--- src/rtl/alu_seq.sv ---
// alu_seq: registered ALU with a valid/ready handshake on the input and output sides.
// Only one operation is in flight at a time. Single-cycle ops produce their result
// one cycle after accept.
// Optional macro ALU_SEQ_MUL_EN adds a multi-cycle shift-add multiplier for opcode 11.
// Without that macro, opcode 11 is treated as illegal.
module alu_seq #(
  parameter int WIDTH   = 16,
  parameter int SHAMT_W = $clog2(WIDTH) + 1
) (
  input  logic             clk,
  input  logic             rst,
  input  logic             in_valid,
  output logic             in_ready,
  input  logic [WIDTH-1:0] a,
  input  logic [WIDTH-1:0] b,
  input  logic [3:0]       op,
  output logic             out_valid,
  input  logic             out_ready,
  output logic [WIDTH-1:0] result,
  output logic             flag_z,
  output logic             flag_n,
  output logic             flag_c,
  output logic             flag_v,
  output logic             err
);

  localparam logic [3:0] OP_ADD  = 4'd0;
  localparam logic [3:0] OP_SUB  = 4'd1;
  localparam logic [3:0] OP_AND  = 4'd2;
  localparam logic [3:0] OP_OR   = 4'd3;
  localparam logic [3:0] OP_XOR  = 4'd4;
  localparam logic [3:0] OP_SHL  = 4'd5;
  localparam logic [3:0] OP_SHR  = 4'd6;
  localparam logic [3:0] OP_EQ   = 4'd7;
  localparam logic [3:0] OP_SRA  = 4'd8;
  localparam logic [3:0] OP_SLT  = 4'd9;
  localparam logic [3:0] OP_SLTU = 4'd10;
  localparam logic [3:0] OP_MUL  = 4'd11;

  // WIDTH always fits in SHAMT_W bits, so the shift-range test stays at the shift width.
  localparam logic [SHAMT_W-1:0] L_SH_LIMIT = SHAMT_W'(WIDTH);

  typedef enum logic [1:0] {
    S_IDLE = 2'd0,
    S_BUSY = 2'd1,
    S_DONE = 2'd2
  } state_t;

  state_t r_state;
  state_t w_state_nxt;

  logic                     w_accept;
  logic                     w_is_mul;
  logic [WIDTH-1:0]         w_res;
  logic                     w_c;
  logic                     w_v;
  logic                     w_err;
  logic [WIDTH:0]           w_sum;
  logic [WIDTH-1:0]         w_diff;
  logic signed [WIDTH-1:0]  w_a_s;
  logic signed [WIDTH-1:0]  w_b_s;
  logic [SHAMT_W-1:0]       w_shamt;

  logic [WIDTH-1:0]         r_result;
  logic                     r_flag_z;
  logic                     r_flag_n;
  logic                     r_flag_c;
  logic                     r_flag_v;
  logic                     r_err;

  // Amounts of WIDTH or more shift every bit out.
  function automatic logic [WIDTH-1:0] f_shl(input logic [WIDTH-1:0] v,
                                             input logic [SHAMT_W-1:0] n);
    if (n >= L_SH_LIMIT) return '0;
    return v << n;
  endfunction

  function automatic logic [WIDTH-1:0] f_shr(input logic [WIDTH-1:0] v,
                                             input logic [SHAMT_W-1:0] n);
    if (n >= L_SH_LIMIT) return '0;
    return v >> n;
  endfunction

  // An over-range arithmetic shift leaves only copies of the sign bit.
  function automatic logic [WIDTH-1:0] f_sra(input logic signed [WIDTH-1:0] v,
                                             input logic [SHAMT_W-1:0] n);
    if (n >= L_SH_LIMIT) return {WIDTH{v[WIDTH-1]}};
    return v >>> n;
  endfunction

  assign w_sum     = {1'b0, a} + {1'b0, b};
  assign w_diff    = a - b;
  assign w_a_s     = a;
  assign w_b_s     = b;
  assign w_shamt   = b[SHAMT_W-1:0];
  assign in_ready  = ~rst & ((r_state == S_IDLE) || ((r_state == S_DONE) && out_ready));
  assign w_accept  = in_valid & in_ready;
  assign out_valid = (r_state == S_DONE);
  assign result    = r_result;
  assign flag_z    = r_flag_z;
  assign flag_n    = r_flag_n;
  assign flag_c    = r_flag_c;
  assign flag_v    = r_flag_v;
  assign err       = r_err;

`ifdef ALU_SEQ_MUL_EN
  localparam int CNT_W = $clog2(WIDTH + 1);

  logic [CNT_W-1:0]   r_cnt;
  logic [2*WIDTH-1:0] r_acc;
  logic [2*WIDTH-1:0] r_mcand;
  logic [WIDTH-1:0]   r_mplier;
  logic [2*WIDTH-1:0] w_prod;
  logic               w_mul_last;

  // The partial sum including this cycle's step; on the last step this is the full product.
  assign w_prod     = r_acc + (r_mplier[0] ? r_mcand : '0);
  assign w_mul_last = (r_state == S_BUSY) && (r_cnt == CNT_W'(1));

  // Step counter: loaded on a MUL accept; BUSY ends when the counter reaches 1.
  always_ff @(posedge clk) begin
    if (rst) begin
      r_cnt <= '0;
    end else if (w_accept && w_is_mul) begin
      r_cnt <= CNT_W'(WIDTH);
    end else if (r_state == S_BUSY) begin
      r_cnt <= r_cnt - CNT_W'(1);
    end
  end

  // Shift-add datapath: add the multiplicand when the current multiplier LSB is set.
  always_ff @(posedge clk) begin
    if (w_accept && w_is_mul) begin
      r_acc    <= '0;
      r_mcand  <= {{WIDTH{1'b0}}, a};
      r_mplier <= b;
    end else if (r_state == S_BUSY) begin
      r_acc    <= w_prod;
      r_mcand  <= r_mcand << 1;
      r_mplier <= r_mplier >> 1;
    end
  end
`endif

  // Single-cycle result and flag selection for the operation being offered.
  always_comb begin
    w_res    = '0;
    w_c      = 1'b0;
    w_v      = 1'b0;
    w_err    = 1'b0;
    w_is_mul = 1'b0;
    case (op)
      OP_ADD: begin
        w_res = w_sum[WIDTH-1:0];
        w_c   = w_sum[WIDTH];
        w_v   = (a[WIDTH-1] == b[WIDTH-1]) && (w_sum[WIDTH-1] != a[WIDTH-1]);
      end
      OP_SUB: begin
        w_res = w_diff;
        w_c   = (a < b);
        w_v   = (a[WIDTH-1] != b[WIDTH-1]) && (w_diff[WIDTH-1] != a[WIDTH-1]);
      end
      OP_AND:  w_res = a & b;
      OP_OR:   w_res = a | b;
      OP_XOR:  w_res = a ^ b;
      OP_SHL:  w_res = f_shl(a, w_shamt);
      OP_SHR:  w_res = f_shr(a, w_shamt);
      OP_EQ:   w_res = {{(WIDTH-1){1'b0}}, (a == b)};
      OP_SRA:  w_res = f_sra(w_a_s, w_shamt);
      OP_SLT:  w_res = {{(WIDTH-1){1'b0}}, (w_a_s < w_b_s)};
      OP_SLTU: w_res = {{(WIDTH-1){1'b0}}, (a < b)};
`ifdef ALU_SEQ_MUL_EN
      OP_MUL:  w_is_mul = 1'b1;
`else
      OP_MUL:  w_err = 1'b1;
`endif
      default: w_err = 1'b1;
    endcase
  end

  // State register.
  always_ff @(posedge clk) begin
    if (rst) r_state <= S_IDLE;
    else     r_state <= w_state_nxt;
  end

  // Next state: a DONE slot can hand straight over to a new op without a bubble.
  always_comb begin
    w_state_nxt = r_state;
    case (r_state)
      S_IDLE: begin
        if (w_accept) w_state_nxt = w_is_mul ? S_BUSY : S_DONE;
      end
`ifdef ALU_SEQ_MUL_EN
      S_BUSY: begin
        if (w_mul_last) w_state_nxt = S_DONE;
      end
`endif
      S_DONE: begin
        if (w_accept)       w_state_nxt = w_is_mul ? S_BUSY : S_DONE;
        else if (out_ready) w_state_nxt = S_IDLE;
      end
      default: w_state_nxt = S_IDLE;
    endcase
  end

  // Output register: loaded on a single-cycle accept or on the final multiply step, else held.
  always_ff @(posedge clk) begin
    if (rst) begin
      r_result <= '0;
      r_flag_z <= 1'b0;
      r_flag_n <= 1'b0;
      r_flag_c <= 1'b0;
      r_flag_v <= 1'b0;
      r_err    <= 1'b0;
    end else if (w_accept && !w_is_mul) begin
      r_result <= w_res;
      r_flag_z <= (w_res == '0);
      r_flag_n <= w_res[WIDTH-1];
      r_flag_c <= w_c;
      r_flag_v <= w_v;
      r_err    <= w_err;
    end
`ifdef ALU_SEQ_MUL_EN
    else if (w_mul_last) begin
      r_result <= w_prod[WIDTH-1:0];
      r_flag_z <= (w_prod[WIDTH-1:0] == '0);
      r_flag_n <= w_prod[WIDTH-1];
      r_flag_c <= |w_prod[2*WIDTH-1:WIDTH];
      r_flag_v <= 1'b0;
      r_err    <= 1'b0;
    end
`endif
  end

endmodule

--- config.mk ---
export PLATFORM = sky130hd
export DESIGN_NAME = alu_seq
export DESIGN_NICKNAME = d
export VERILOG_FILES = /design/src/rtl/alu_seq.sv
export SDC_FILE = /design/constraint.sdc
export NUM_CORES = 1
export LEC_CHECK = 0
export CORE_MARGIN = 2
export CORE_UTILIZATION = 59
export DETAILED_ROUTE_END_ITERATION = 8
export PLACE_DENSITY = 0.89
export SLEW_MARGIN = 20
export SYNTH_ARGS = -nofsm -noshare
export SYNTH_HDL_FRONTEND = slang
export SYNTH_SLANG_ARGS = --single-unit
--- constraint.sdc ---
create_clock -name clk -period 5.5 [get_ports clk]
set_input_delay 1.65 -clock clk [delete_from_list [all_inputs] [get_ports clk]]
set_output_delay 1.65 -clock clk [all_outputs]
set_load 0.02 [all_outputs]
After elaboration in Yosys (flattened, before gate mapping)
Cells that the tools add are included.
Operators by class
  $add $sub $neg: 2
  $lt $le $gt $ge: 3
  equality and inequality tests: 18
  shifts and indexed selects: 3
  mux-type cells: 17
  bitwise gates (word level): 6
  reductions and logical operators: 9
Operators by type and width (count)
  16-bit one-hot mux with 11 select lines: 1
  16-bit 2-to-1 mux: 5
  16-bit less-than comparator: 2
  16-bit by 16-bit adder with 17-bit output: 1
  16-bit bitwise AND: 1
  16-bit == test: 1
  4-bit by 3-bit == test with 1-bit output, second input constant: 4
  16-bit logical NOT: 1
  16-bit bitwise OR: 1
  16-bit by 5-bit left shift with 16-bit output: 1
  16-bit by 5-bit right shift with 16-bit output: 1
  16-bit by 5-bit >>> shifter with 16-bit output: 1
  16-bit subtractor: 1
  16-bit bitwise XOR: 1
  4-bit == test, second input constant: 3
  11-bit OR reduction: 1
  4-bit by 2-bit == test with 1-bit output, second input constant: 2
  2-bit 2-to-1 mux: 3
  5-bit greater-or-equal comparator, second input constant: 1
  1-bit 2-to-1 mux: 5
  4-bit by 1-bit == test with 1-bit output, second input constant: 1
  4-bit logical NOT: 1
  1-bit one-hot mux with 2 select lines: 2
  2-bit one-hot mux with 2 select lines: 1
  other kinds (11): 16
Word-level totals
  flip-flop bits (word level): 23
  input bits: 40
  output and inout port bits: 23
  logic and storage cells: 65

Depth between registers and ports, before layout
Gate-level depths: netlist of the first run.
  depth after elaboration: 7
  gate-level depth with buffers: 14
  mapped depth without buffers: 13

Least setup slack after synthesis of the first run
OpenSTA, ideal clock, no wires.
  kind: input port to flip-flop
  start point: input port b[1]
  end point: register r_flag_z (netlist: flag_z)
  setup time: 0.069 ns
  data arrival time: 4.664 ns
  data required time: 5.431 ns
  setup slack: 0.767 ns
  stages: 13
  path buffers: 2
  cell sequence: buf_2 inv_2 buf_1 ha_1 a21o_1 nand4_1 a211oi_1 o41ai_4 o31ai_1 or4_1 a2111oi_2 nand4_1 o21ai_1
Between the ends
  word-level cells in the longest chain between the ends: 6
  elaborated cells on any way between the ends: 21
  classes of those cells: add/sub (2); order compare (3); eq/ne (1); shift (3); mux (8); bitwise (3); reduce/logical (1)
Ends and longest elaborated chain
  start: declaration: RTL line 15  | input logic [WIDTH-1:0] b,
  5-bit greater-or-equal comparator: RTL line 74, 80, 87
  1-bit 2-to-1 mux: RTL line 74, 80, 87
  1-bit 2-to-1 mux: RTL line 152  | case (op)
  16-bit 2-to-1 mux, on equally long branches: RTL line 88, 75, 81
  16-bit one-hot mux with 11 select lines (*): RTL line 152
  16-bit logical NOT (*): RTL line 218  | r_flag_z <= (w_res == '0);
  end signal: assignment: RTL line 218
  end: declaration: RTL line 65  | logic r_flag_z;
Every way passes the cells marked *; elsewhere a longest branch is shown, timed or not. The select of a mux whose other input is x is not followed.
A chain may end at the register's enable or synchronous reset.

Worst setup path after layout of the first run
  start point: input port a[0]
  end point: register r_flag_z (netlist: flag_z)
Between the ends
  word-level cells in the longest chain between the ends: 4
  elaborated cells on any way between the ends: 16
  classes of those cells: add/sub (2); order compare (2); eq/ne (1); shift (3); mux (4); bitwise (3); reduce/logical (1)
Ends and longest elaborated chain
  start: declaration: RTL line 14  | input logic [WIDTH-1:0] a,
  parallel branches: the longest is 2 deep, another holds 16-bit subtractor
  16-bit one-hot mux with 11 select lines (*): RTL line 152
  16-bit logical NOT (*): RTL line 218
Mark *: on every way between the ends.

==> results of run 1 <==
## placed cells by master (no fill, tap or decap), drive strengths merged, types with 4 or more instances in the layout
cell	instances
a211o	4
a211oi	17
a21o	11
a21oi	53
a221o	4
a221oi	7
a22o	10
a22oi	6
a31oi	10
and2	5
and3	5
buf	44
clkbuf	4
clkdlybuf4s50	61
dfxtp	21
ha	55
inv	49
mux2	5
mux2i	32
mux4	15
nand2	62
nand2b	13
nand3	19
nand3b	5
nand4	5
nor2	63
nor2b	11
nor3	20
nor3b	4
nor4	8
nor4b	5
o2111ai	5
o211ai	14
o21ai	36
o221ai	6
o22ai	4
o31ai	6
or4	6
xnor2	4
## cell families after synthesis
group	count (synthesis)	synth area share
AO/OA/AOI/OAI	235	0.321
XOR/XNOR	7	0.0115
adder cells (fa/ha/maj)	57	0.137
buffers and inverters	102	0.0818
flip-flops	21	0.0792
multiplexers	52	0.135
AND/OR/NAND/NOR	245	0.234
## final cells by class
| cell class | count | area share |
|---|---|---|
| multi-input cells | 596 | 0.721 |
| inverters | 50 | 0.0303 |
| clock buffers | 4 | 0.00728 |
| well taps | 108 | 0.0218 |
| flip-flops and latches | 21 | 0.0679 |
| repair buffers | 105 | 0.152 |
## worst max-delay path: cells and delay by family
family / cells / cell delay [ns]
fa+ha+maj: 2 / 0.75
buf+inv: 1 / 0.50
compound gates: 7 / 2.07
simple gates: 2 / 0.49
## metal layers
metal | wire [um] | share of wire
met1 | 7830 | 0.37
met4 | 1480 | 0.070
met5 | 0 | 0
met2 | 9040 | 0.43
met3 | 2820 | 0.13
## sequential cells by signal (all words and copies together) (netlist names)
signal,count
flag_c,1
flag_z,1
flag_v,1
result,16
err,1
r_state,1
## worst max-delay path by stage
stage / start / end / slack (ns)
after global routing: a[0] / flag_z / 0.02
after CTS: a[0] / flag_z / 0.43
final: a[0] / flag_z / 0.23
after floorplan: b[1] / flag_z / 0.77
after global placement: a[0] / flag_z / 0.25
after detailed placement: a[0] / flag_z / 0.18
## power by group through the flow
stage / registers (W) / logic [W] / clock network, W
floorplan: 0.000182 / 0.000329 / 0
global placement: 0.000170 / 0.000521 / 0
detailed placement: 0.000171 / 0.000530 / 0
CTS: 0.000167 / 0.000533 / 0.000100
global route: 0.000169 / 0.000586 / 0.000106
finish: 0.000167 / 0.000553 / 0.000100
## through the flow
step,hold slack [ns],util,power [W]
2_1_floorplan,0.524,-,0.000512
3_3_place_gp,0.438,0.704,0.000691
3_5_place_dp,0.447,0.704,0.000701
4_1_cts,0.463,0.710,0.000800
5_1_grt,0.494,0.710,0.000861
6_report,0.462,0.710,0.000821
==> summary by stage, run 1 <==
Synthesis
For this run, the leading register cell type out of synthesis is sky130_fd_sc_hd__dfxtp_1. The distinct cell type count after synthesis is 89. The instance count of the mapped netlist is just over 700. The warning count from the yosys run is 0. In the synthesized netlist the async set-or-reset flop fraction comes to 0. The synthesis-stage register bit count is 21. Yosys mapped a number of flops with a built-in enable equal to 0. The proportion of synthesized chip area in sequential cells is 0.0792. After synthesis, the most frequently instantiated cells are sky130_fd_sc_hd__nor2_1 (63), sky130_fd_sc_hd__nand2_1 (62), sky130_fd_sc_hd__ha_1 (55).

The average instance in the mapped netlist occupies 7.39 um^2. The share of synthesized area in the top cell type comes to 0.130. The post-synthesis net count is 816.

The most numerous cell in the Yosys netlist is sky130_fd_sc_hd__nor2_1. Ranked by total cell area, the synthesized netlist is headed by sky130_fd_sc_hd__ha_1 (13%), sky130_fd_sc_hd__dfxtp_1 (7.9%), sky130_fd_sc_hd__mux4_2 (6.4%). In this run the cell area of the synthesized design comes to roughly 5300 um^2. The largest total area in the synthesized netlist belongs to sky130_fd_sc_hd__ha_1.

Cells and area
The layout cell share with drive strength beyond 1 is 0.110. The finished layout holds 884 standard cells, fillers aside. The number of antenna repair diodes is 0. The synthesis-to-finish area growth is 16.5%. After routing the design area is 6190 um^2. The filler cells instantiated in the layout total 744. The combined area of the multi-input logic cells is 4460 um^2. Across the whole layout, storage elements account for 420 um^2. The final layout contains just under 900 nets.

Floorplan
For this configuration, the core starts out at a cell density of 0.609. In this run the core area contains 34 standard-cell rows. The x dimension of the die is roughly 99 um.

The die is ~99 um tall. The die covers 9780 um^2. The number of primary I/O pins is 63. In this run the standard cell core region covers 8720 um^2.

STA
The number of max-slew violations in the final report was 0. Setup repair after global routing left no endpoint under its margin. The setup total negative slack is 0 ns. The final cycle utilization of the critical path is 0.958. The final setup skew is 0.00277 ns. The worst pin sits at a relative slew slack of 0.285. The final setup violation count is 0. The slew at the pin closest to its max-slew limit is approximately 1.1 ns.

The count of final hold-check violations is 0. The smallest clock period supported by the final layout is computed as 5.27 ns. Across all setup checks in the final design, the least slack found is 0.233 ns.

Derived from the worst setup path, the maximum achievable clock frequency is 190 MHz.

Placement
The placement-stage cell area is 6140 um^2. Before CTS, the worst setup slack after placement is 0.184 ns. Counting tap cells, the placed design contains a total of 880 instances. The final estimated routing congestion in global placement is approximately 1. The final HPWL from detailed placement is 16700 um.

In this run the tool buffered the top-level ports with 62 buffer cells.

Power and ir drop
The worst-case IR drop observed on VDD is 97.3 uV. Cell internal power was estimated by the tool at roughly 0.00043 W. The power density over cell area is 133 nW/um^2.

Of the total power, the clock network draws 0.122. The sequential cell fraction of total power is 0.204. Of the total power, the share spent switching nets is 0.473. Of the total power, combinational logic draws 0.674. The analysis attributes to net switching a power of around 0.00039 W. For this design the static power due to leakage is 2.61 nW.

Hold path
The type of the worst min-delay path is reg2reg. The depth of the worst hold-timing path is 2. The hold-critical path endpoint is result[0]. The critical hold path startpoint is result[0].

Clock network
The number of buffers created by CTS is 3. The number of buffers between clock root and the deepest sink is 2. Buffers inserted to repair hold after CTS numbered 0.

Clock tree synthesis found a total of 21 sinks. The root cell of the clock tree is sky130_fd_sc_hd__clkbuf_8. TritonCTS built the clock tree. The H-tree depth reported by CTS is 1.

Once the clock tree was built, the setup fixing pass inserted 0 buffers. Once the clock tree was built, the resizer swapped 0 gates to a different size. After clock tree synthesis, the clock-pin slew on the worst setup and hold paths is about 0.070 ns. The later pin in the worst-skew pair is clocked with a latency of 0.26 ns.

Worst setup path
The critical path arrival is 5.47 ns. The most numerous cell type found on the critical path is sky130_fd_sc_hd__a211oi_1. The largest individual stage delay along the critical path comes from the cell sky130_fd_sc_hd__clkdlybuf4s50_1.

The worst setup path is launched from an input port. The nature of the critical path endpoint is a flip-flop. Walking the worst path, the cells encountered are clkdlybuf4s50_1 > ha_1 > fa_1 > a211oi_1 > nor3b_1 > o41ai_1 > o311ai_1 > a41oi_1 > or3b_1 > a211oi_1 > o2111ai_1 > o21ai_1. The endpoint identified for the worst register-to-register timing path is flag_z. The worst-case reg-to-reg path depth is 9.

On the worst path, the slowest cell contributes a delay of 0.50 ns. Of all nets on the critical path, the largest fanout is 6. Across all register-to-register paths, the minimum setup slack is approximately 3.2 ns. For the worst setup path, the data required time is 5.70 ns.

The critical path in this run is classified as in2reg. The reg-to-reg startpoint is r_state[1].

Global route
For this run the aggregate overflow at the end of global routing stands at 0. The met1 capacity usage during global routing is 0.542. After global routing, the most crowded layer is met2. The first-pass GRT wire length is about 33000 um. For this run, global-route usage on met3 was measured as 0.0972. The number of antenna violations at the first check in global routing is 0.

The global router's overall resource usage is 0.424. The routing usage on met2 is 0.669. The number of global-route vias before repair is 6107.

The pin count of the biggest net entering global routing is 44.

Routing
After detailed routing, the number of remaining DRC violations is 0. The violation count after the first detailed-routing iteration is just under 700. The routed length per placed instance is 23.9 um.

After detailed routing, the number of vias per cell comes to 7.31. The number of iterations in the first detailed-routing pass is 6. The detailed-route wire length is 21200 um. In this run the remaining antenna-violating nets after routing total 0. For this block, the via count after detailed routing is 6459.

Status
The run finished with clean final reports.

Run
The number of maximum-capacitance violations is 0.
No activity file was read; power rests on OpenSTA's default activity.
==> inputs of run 2 (changes only) <==
CORE_UTILIZATION = 35   (was 59)
PLACE_DENSITY = 0.59   (was 0.89)
==> run 2 against run 1 <==
Count of clock-buffer cells in the layout unchanged. Via count decreased by 4.1%. Die area increased by 65%. First-iteration DRC count increased by 6.5%. Setup slack improved by 0.056 ns. Utilization decreased by 28 points. Non-clock buffer count increased by 7. Critical endpoint unchanged. Largest cell class unchanged.
==> summary by stage, run 2 (synthesis results as in run 1) <==
Power and ir drop
The internal power is 0.000484 W (was 0.000433 W). The share of power burned in the clock network came to 0.170 (was 0.122). The combinational cell fraction of total power is 0.640 (was 0.674). The peak supply drop came to 85.8 uV (was 97.3 uV). The sequential cell fraction of total power is 0.190 (was 0.204). The fraction of power spent switching nets is 0.452 (was 0.473).

The reported leakage power is 2.66 nW (was 2.61 nW). The power density over cell area is 138 nW/um^2 (was 133 nW/um^2). The net switching component of the power came to 0.000400 W (was 0.000388 W).

Placement
The placement-stage cell area is 6310 um^2 (was 6140 um^2). The final HPWL from detailed placement came to 19200 um (was 16700 um). The number of buffers added on ports was 62 (unchanged).

The final estimated routing congestion in global placement is 0.994 (was 1.02).

Cells and area
The final design instance area without fill is 6390 um^2 (was 6190 um^2). The most common cell after layout, fill and taps aside is sky130_fd_sc_hd__nor2_1 (unchanged). The number of antenna repair diodes is 0 (unchanged). The register area is 420 um^2 (unchanged). Most frequent cells in the layout: sky130_fd_sc_hd__nor2_1 (63), sky130_fd_sc_hd__nand2_1 (62), sky130_fd_sc_hd__clkdlybuf4s50_1 (61), sky130_fd_sc_hd__ha_1 (55), sky130_fd_sc_hd__a21oi_1 (52) (unchanged). The flip-flop count of the largest register after layout is 16 (unchanged). The number of nets at the end of the flow is 881 (was 874). The combined area of the multi-input logic cells was 4470 um^2 (was 4460 um^2).

The layout cell share with drive strength beyond 1 is 0.119 (was 0.110). The synthesis-to-finish area growth came to 20.4% (was 16.5%). The filler cell count is 1507 (was 744).

Routing
The routed length per placed instance came to 24.5 um (was 23.9 um). The highest routing layer actually used was met4 (unchanged). The detailed-route wire length is 23800 um (was 21200 um). The routed length on met1 is 10300 um (was 7830 um). The violation count after the first detailed-routing iteration is 740 (was 695).

The routed via count divided by cell count came to 6.38 (was 7.31). The number of iterations in the first detailed-routing pass came to 5 (was 6). The number of remaining DRC errors is 0 (unchanged).

The total via count after detailed routing came to 6197 (was 6459). The residual antenna-violating net count after detailed routing is 0 (unchanged). The met2 wire length is 11200 um (was 9040 um). The met3 layer wire length in the routed design came to 1390 um (was 2820 um).

Clock network
The CTS clock-pin slew for the worst setup and hold paths is 0.05 ns (was 0.07 ns). The buffer count from post-CTS setup fixing came to 0 (unchanged). The number of clock sinks was 21 (unchanged). The number of hold-repair buffers added at the cts stage is 0 (unchanged). The number of buffers created by CTS came to 3 (unchanged). The H-tree depth reported by CTS is 1 (unchanged).

The source-to-sink clock delay at the later pin of the worst-skew pair is 0.25 ns (was 0.26 ns). The number of buffers between clock root and the deepest sink is 2 (unchanged). The count of cells resized by post-cts repair is 0 (unchanged). The root cell of the clock tree is sky130_fd_sc_hd__clkbuf_16 (was sky130_fd_sc_hd__clkbuf_8). The CTS tree is yes (unchanged).

STA
The setup total negative slack was 0 ns (unchanged). Unrepaired setup endpoints after global routing: no (unchanged). The max-slew headroom at the worst pin is 0.325 (was 0.285). The slew at the pin closest to its max-slew limit was 1.01 ns (was 1.07 ns). The maximum clock frequency is 192 MHz (was 190 MHz). The final cycle utilization of the critical path was 0.947 (was 0.958).

The final setup violation count was 0 (unchanged). The count of final hold-check violations is 0 (unchanged). The number of max-slew violations in the final report is 0 (unchanged). The final setup skew is 0.00299 ns (was 0.00277 ns). The shortest clock period the worst path allows after layout is 5.21 ns (was 5.27 ns).

Hold path
The hold-critical path endpoint is result[3] (was result[0]). The critical hold path startpoint is result[3] (was result[0]). The depth of the worst hold-timing path came to 2 (unchanged).

The type of the worst min-delay path is reg2reg (unchanged).

Worst setup path
The library cell appearing most often on the critical path was sky130_fd_sc_hd__a211oi_1 (unchanged). The nature of the critical path endpoint is a flip-flop (unchanged). The critical-path cell with the highest stage delay is sky130_fd_sc_hd__o41ai_1 (was sky130_fd_sc_hd__clkdlybuf4s50_1). The highest net fanout along the worst path is 4 (was 6). Cell-by-cell listing of the critical path: clkdlybuf4s50_1 > ha_1 > fa_1 > a211oi_1 > nor3b_1 > o41ai_1 > o311ai_1 > a41oi_1 > or3b_1 > a211oi_1 > o2111ai_1 > o21ai_1 (unchanged). The endpoint of the most critical register-to-register path was flag_z (unchanged). The worst-case reg-to-reg path depth is 9 (unchanged).

The slack of the worst reg-to-reg path was 3.00 ns (was 3.20 ns). The reg-to-reg startpoint is r_state[1] (unchanged). The maximum cell stage delay along the critical path is 0.50 ns (about the same). The critical path arrival is 5.40 ns (was 5.47 ns). The worst path required time is 5.69 ns (was 5.70 ns). The category of the worst setup path launch point is an input port (unchanged). The critical setup path kind is in2reg (unchanged).

Floorplan
The starting density of the core is 0.353 (was 0.609). The chip height is 127 um (was 98.9 um). The x dimension of the die came to 127 um (was 98.9 um). The floorplan die area was 16200 um^2 (was 9780 um^2).

The placement row count is 45 (was 34). The number of primary I/O pins came to 63 (unchanged). The area of the core region is 15000 um^2 (was 8720 um^2).

Status
Run status: completed (unchanged).

Global route
The number of global-route vias before repair is 5982 (was 6107). The number of antenna violations at the first check in global routing came to 0 (unchanged). The first-pass GRT wire length is 36700 um (was 33100 um). The pin count of the biggest net entering global routing was 47 (was 44). The global router's overall resource usage is 0.293 (was 0.424). The global-route congestion overflow total is 0 (unchanged).

Run
The number of maximum-capacitance violations was 0 (unchanged).
-- run 2: per-layer routing --
metal	vias to the layer above	global-route usage
met4	0	0.108
met5	-	0
met2	294	0.492
li1	2839	-
met1	3012	0.399
met3	52	0.0151
-- run 2: area by class of cell --
| type | count | share of cell area |
|---|---|---|
| sequential | 21 | 0.0658 |
| timing repair buffer | 112 | 0.157 |
| tap | 188 | 0.0368 |
| multi-input combinational | 596 | 0.699 |
| clock buffer | 4 | 0.0123 |
| inverter | 50 | 0.0294 |
-- run 2: through the flow --
stage / instances / utilization / total power [W] / setup slack, ns / hold WS, ns
6_report: 971 / 0.425 / 0.000884 / 0.289 / 0.450
5_1_grt: 971 / 0.425 / 0.000933 / 0.102 / 0.490
4_1_cts: 971 / 0.425 / 0.000873 / 0.361 / 0.457
3_5_place_dp: 967 / 0.420 / 0.000723 / 0.125 / 0.444
3_3_place_gp: 967 / 0.420 / 0.000718 / 0.224 / 0.438
2_1_floorplan: 719 / - / 0.000512 / 0.767 / 0.524
-- run 2: how the worst max path moves through the flow --
| stage | from | to | slack, ns | depth (start not counted) |
|---|---|---|---|---|
| floorplan | b[1] | flag_z | 0.77 | 13 |
| global placement | a[0] | flag_z | 0.22 | 12 |
| detailed placement | a[0] | flag_z | 0.12 | 12 |
| CTS | a[0] | flag_z | 0.36 | 12 |
| global route | a[0] | flag_z | 0.10 | 12 |
| finish | a[0] | flag_z | 0.29 | 12 |
-- run 2: worst max-delay path, delay by kind of cell --
kind	cells	cell delay [ns]
AO/OA/AOI/OAI	7	2.09
adder cells (fa/ha/maj)	2	0.71
buffers and inverters	1	0.43
AND/OR/NAND/NOR	2	0.53
-- run 2: power by group through the flow --
stage	sequential [W]	clock, W	combinational (W)
finish	0.000168	0.000151	0.000566
global route	0.000169	0.000159	0.000605
CTS	0.000168	0.000152	0.000554
detailed placement	0.000171	0	0.000551
global placement	0.000171	0	0.000548
floorplan	0.000182	0	0.000329
==> inputs of run 3 (changes only) <==
CORE_UTILIZATION = 59   (was 35)
PLACE_DENSITY = 0.89   (was 0.59)
TNS_END_PERCENT = 5   (was default)
==> results of run 3 <==
Same layout as run 1: the final DEF is identical, and so are final timing and power.
